<file path="config.mk">
export PLATFORM = sky130hd
export DESIGN_NAME = ctr_m_flat
export DESIGN_NICKNAME = d
export VERILOG_FILES = /design/src/rtl/ctr_m_if.sv /design/src/rtl/ctr_m.sv /design/src/flat_wrapper.sv
export SDC_FILE = /design/constraint.sdc
export NUM_CORES = 1
export LEC_CHECK = 0
export BUFFER_PORTS_ARGS = -buffer_cell sky130_fd_sc_hd__clkbuf_2
export CORE_MARGIN = 10
export CORE_UTILIZATION = 30
export DETAILED_ROUTE_END_ITERATION = 6
export PLACE_DENSITY = 0.59
export SETUP_SLACK_MARGIN = 0.15
export SLEW_MARGIN = 15
export SYNTH_ARGS = -nofsm -noshare
export SYNTH_HDL_FRONTEND = slang
export SYNTH_SLANG_ARGS = --single-unit
</file>
<file path="constraint.sdc">
create_clock -name clk -period 1.6 [get_ports clk]
set_input_delay 0.24 -clock clk [delete_from_list [all_inputs] [get_ports clk]]
set_output_delay 0.24 -clock clk [all_outputs]
set_load 0.03 [all_outputs]
</file>
<file path="src/rtl/ctr_m_if.sv">
// ctr_m_if: E->M control fields in, M-stage decode out, plus W-stage
// destination used for store-data forwarding.
interface ctr_m_if;
  logic [5:0] op_23;
  logic [5:0] func_23;
  logic [4:0] rt_23;
  logic [4:0] rd_23;
  logic       RegWr_E;
  logic       flush_M;
  logic [4:0] A3_W;
  logic       RegWr_W;
  logic [5:0] op_34;
  logic [5:0] func_34;
  logic [4:0] rt_34;
  logic       RegWr_M;
  logic [4:0] A3_M;
  logic       MemWr_M;
  logic [1:0] Tnew_M;
  logic       MFRTM;
  modport master (
    output op_23, func_23, rt_23, rd_23, RegWr_E, flush_M, A3_W, RegWr_W,
    input  op_34, func_34, rt_34, RegWr_M, A3_M, MemWr_M, Tnew_M, MFRTM
  );
  modport slave (
    input  op_23, func_23, rt_23, rd_23, RegWr_E, flush_M, A3_W, RegWr_W,
    output op_34, func_34, rt_34, RegWr_M, A3_M, MemWr_M, Tnew_M, MFRTM
  );
endinterface

</file>
<file path="src/rtl/ctr_m.sv">
// ctr_m: MIPS M-stage controller; E->M control register plus M-stage decode.
module ctr_m (
  input logic     clk,
  input logic     reset,
  ctr_m_if.slave  bus
);
  logic [5:0] op_q, op_d, func_q, func_d;
  logic [4:0] rt_q, rt_d, rd_q, rd_d;
  logic       regwr_q, regwr_d;
  logic       is_r, addu, subu, ori, lui, lw, sw, jal;
  logic [4:0] a3;
  always_comb begin
    op_d    = bus.op_23;
    func_d  = bus.func_23;
    rt_d    = bus.rt_23;
    rd_d    = bus.rd_23;
    regwr_d = bus.RegWr_E;
  end
  // reset and flush both load a bubble (all-zero fields)
  always_ff @(posedge clk) begin
    if (reset || bus.flush_M) begin
      op_q    <= '0;
      func_q  <= '0;
      rt_q    <= '0;
      rd_q    <= '0;
      regwr_q <= 1'b0;
    end else begin
      op_q    <= op_d;
      func_q  <= func_d;
      rt_q    <= rt_d;
      rd_q    <= rd_d;
      regwr_q <= regwr_d;
    end
  end
  always_comb begin
    is_r = op_q == 6'b000000;
    addu = is_r && func_q == 6'b100001;
    subu = is_r && func_q == 6'b100011;
    ori  = op_q == 6'b001101;
    lui  = op_q == 6'b001111;
    lw   = op_q == 6'b100011;
    sw   = op_q == 6'b101011;
    jal  = op_q == 6'b000011;
    a3   = (addu || subu) ? rd_q :
           (ori || lui || lw) ? rt_q :
           jal ? 5'd31 : 5'd0;
  end
  assign bus.op_34   = op_q;
  assign bus.func_34 = func_q;
  assign bus.rt_34   = rt_q;
  assign bus.A3_M    = a3;
  assign bus.RegWr_M = regwr_q && (a3 != 5'd0);
  assign bus.MemWr_M = sw;
  assign bus.Tnew_M  = lw ? 2'b01 : 2'b00;
  assign bus.MFRTM   = sw && (rt_q != 5'd0) && bus.RegWr_W && (bus.A3_W == rt_q);
endmodule

</file>
<file path="src/flat_wrapper.sv">
// flat-port wrapper written by rule: the top's interface ports become plain ports
module ctr_m_flat 
  (clk, reset, bus_op_23, bus_func_23, bus_rt_23, bus_rd_23, bus_RegWr_E, bus_flush_M, bus_A3_W, bus_RegWr_W, bus_op_34, bus_func_34, bus_rt_34, bus_RegWr_M, bus_A3_M, bus_MemWr_M, bus_Tnew_M, bus_MFRTM);
  ctr_m_if bus_i ();
  input logic clk;
  input logic reset;
  input wire logic [$bits(bus_i.op_23)-1:0] bus_op_23;
  input wire logic [$bits(bus_i.func_23)-1:0] bus_func_23;
  input wire logic [$bits(bus_i.rt_23)-1:0] bus_rt_23;
  input wire logic [$bits(bus_i.rd_23)-1:0] bus_rd_23;
  input wire logic [$bits(bus_i.RegWr_E)-1:0] bus_RegWr_E;
  input wire logic [$bits(bus_i.flush_M)-1:0] bus_flush_M;
  input wire logic [$bits(bus_i.A3_W)-1:0] bus_A3_W;
  input wire logic [$bits(bus_i.RegWr_W)-1:0] bus_RegWr_W;
  output wire logic [$bits(bus_i.op_34)-1:0] bus_op_34;
  output wire logic [$bits(bus_i.func_34)-1:0] bus_func_34;
  output wire logic [$bits(bus_i.rt_34)-1:0] bus_rt_34;
  output wire logic [$bits(bus_i.RegWr_M)-1:0] bus_RegWr_M;
  output wire logic [$bits(bus_i.A3_M)-1:0] bus_A3_M;
  output wire logic [$bits(bus_i.MemWr_M)-1:0] bus_MemWr_M;
  output wire logic [$bits(bus_i.Tnew_M)-1:0] bus_Tnew_M;
  output wire logic [$bits(bus_i.MFRTM)-1:0] bus_MFRTM;
  assign bus_i.op_23 = bus_op_23;
  assign bus_i.func_23 = bus_func_23;
  assign bus_i.rt_23 = bus_rt_23;
  assign bus_i.rd_23 = bus_rd_23;
  assign bus_i.RegWr_E = bus_RegWr_E;
  assign bus_i.flush_M = bus_flush_M;
  assign bus_i.A3_W = bus_A3_W;
  assign bus_i.RegWr_W = bus_RegWr_W;
  assign bus_op_34 = bus_i.op_34;
  assign bus_func_34 = bus_i.func_34;
  assign bus_rt_34 = bus_i.rt_34;
  assign bus_RegWr_M = bus_i.RegWr_M;
  assign bus_A3_M = bus_i.A3_M;
  assign bus_MemWr_M = bus_i.MemWr_M;
  assign bus_Tnew_M = bus_i.Tnew_M;
  assign bus_MFRTM = bus_i.MFRTM;
  ctr_m u_core (.clk(clk), .reset(reset), .bus(bus_i));
endmodule
</file>
==> results.toml <==
[outcome]
status = "finished with violations"
violations = "setup timing"

[setup_path]
cp-endpoint = "bus_RegWr_M"
crit_family = "simple AND/OR/NAND/NOR gates"
cp_max_fo = 3
required_ns = 1.36
cp-startpoint = "u_core.bus.func_34[3]"
setup.worst_path.end_class = "primary output"
arrival_ns = 2.04
cp_num_cells = 7
start_kind = "register"
path_class = "reg2out"
cp_cell_sequence = "nor4b_4 -> buf_4 -> a31oi_4 -> or2b_4 -> a21oi_4 -> o41a_1 -> clkbuf_8"
cpMaxStageDelayCell = "dfxtp_2"
cp.buffers_inverters = 2
cp_slowest_stage_delay_ns = 0.37

[drt]
drt_iter0_markers = 20
post-route-drc-count = 0
detail_route.first_pass.iterations = 3
via_per_inst = 4.25
num_vias = 948
ant_nets = 0
wire_per_inst_um = 13.8
wl_um = 3090

[finish]
final_area_um2 = 1790
final_cell_mix = "48 x clkbuf_2, 23 x and2_1, 17 x buf_6"
layout-drive-gt1-share = 0.698
antenna_cells = 0
final_common_cell = "clkbuf_2"
area_growth_pct = 91.6
fin_nets = 212
fin_util = 0.592

[cts]
cts_tree = "done"
cts-buffers-inserted = 3
cts_hold_buf = 0
cts.clk_slew.worst_paths_ns = 0.14
root_buffer = "clkbuf_4"
cts.sinks = 23
cts_buffer_depth = 2
cts_max_level = 1

[floorplanning]
die_area_um2 = 5750
core.rowCount = 20
die_w_um = 75.9
initial_core_util = 0.309
io_pins = 59
coreArea_um2 = 3030
dieHeight_um = 75.9

[synth]
synth-main-ff-cell = "dfxtp_1"
syn_inst = 97
ys_warn_count = 0
synth.avg_cell_area_um2 = 9.65
yosys.cell_types.count = 26
synth_area_um2 = 936
synth-edff-count = 0
syn_nets = 129
yosysSeqAreaShare = 0.492
synth-async-reset-ratio = 0
ys_seq_elements = 23

[sta]
fmax_ghz = 0.438
hold_viol = 0
fin_ws_ns = -0.684
finalSetupViolCount = 9
hold_slack_ns = 0.101
rsz0062_at_grt = "yes"
maxSlewViolCount = 0
finalCritPeriodShare = 1.43
post-route-min-period_ns = 2.28

[placed_design]
dp_hpwl_um = 2380
gp_congestion = 0.800
dpl_cell_area_um2 = 1460
portBuffers = 57

[pwr]
power.leakage_uw = 0.000832
powerDensity_nw_per_um2 = 611
peakVddDrop_mv = 0.421

[grt]
grt.total_usage = 0.106
grt_pass1_vias = 1000
overflow = 0
antenna_found_initial = 0
grt_max_degree = 14
grt_pass1_wl_um = 4710

[job]
drv_cap = 0

[min_path]
hold_path_class = "in2reg"
==> synthesized netlist by cell type (all sizes together) (2+ instances only) <==
| cell | instances | share of area |
|---|---|---|
| nor2 | 14 | 0.059 |
| nand3 | 2 | 0.011 |
| xor2 | 3 | 0.028 |
| nor4 | 3 | 0.036 |
| buf | 2 | 0.016 |
| a2bb2oi | 2 | 0.019 |
| dfxtp | 23 | 0.49 |
| and2 | 24 | 0.16 |
| a21oi | 4 | 0.021 |
| clkbuf | 2 | 0.0080 |
| nand2 | 4 | 0.016 |
| nand2b | 2 | 0.013 |
==> through the flow <==
| stage | setup WS (ns) | std cells | power [uW] | TNS, ns |
|---|---|---|---|---|
| after detailed placement | -0.352 | 211 | 808 | -1.27 |
| after global placement | -0.302 | 211 | 804 | -1.19 |
| after floorplan | -0.428 | 97 | 726 | -0.512 |
| final | -0.684 | 223 | 1100 | -3.65 |
| after global routing | -0.806 | 223 | 1140 | -4.45 |
| after CTS | -0.681 | 220 | 1090 | -3.65 |
==> report_power, final <==
group	switching, uW	internal [uW]
logic	103	98.4
registers	25.4	596
clock network	180	93.5
total	308	788
==> layout make-up <==
class,instances,area [um2]
repair buffers,82,596
clock inverters,1,5.00
clock buffers,3,22.5
multi-input cells,69,629
fillers,256,1230
well taps,44,55.1
inverters,1,3.75
flip-flops and latches,23,482
==> worst min path at each step <==
stage | slack [ns] | to | cells past startpoint | from
after floorplan | 0.36 | u_core.bus.func_34[4] | 1 | bus_func_23[4]
after global placement | 0.44 | u_core.bus.op_34[2] | 2 | bus_op_23[2]
after detailed placement | 0.44 | u_core.bus.rt_34[2] | 2 | bus_rt_23[2]
after CTS | 0.1 | u_core.bus.func_34[4] | 2 | bus_func_23[4]
after global routing | 0.1 | u_core.bus.op_34[4] | 2 | bus_op_23[4]
final | 0.10 | u_core.bus.op_34[5] | 2 | bus_op_23[5]
==> cells by family after synthesis <==
family	after synthesis	synth area share
XOR/XNOR	4	0.0374
AO/OA/AOI/OAI	10	0.0762
buffers and inverters	5	0.0281
flip-flops	23	0.492
AND/OR/NAND/NOR	54	0.362
other	1	0.00401
==> sequential cells by signal (all words and copies together) (netlist names) <==
| name | count |
|---|---|
| u_core.bus.func_34 | 6 |
| u_core.bus.op_34 | 6 |
| u_core.bus.rt_34 | 5 |
| u_core.rd_q | 5 |
| u_core.regwr_q | 1 |
==> layer usage <==
layer / track usage / share of wire / up-vias
met5: 0 / 0 / -
met4: 0.0371 / 0.010 / 0
met3: 0.0443 / 0.10 / 4
met2: 0.189 / 0.49 / 37
met1: 0.108 / 0.39 / 423
li1: - / - / 484
==> timing repair <==
item	CTS	global route
endpoints found under the hold margin	0	0
pin swaps	6	11
endpoints found under the setup margin	9	9
resized for setup	37	29
buffers inserted	5	3
(Power assumes the default switching activity.)
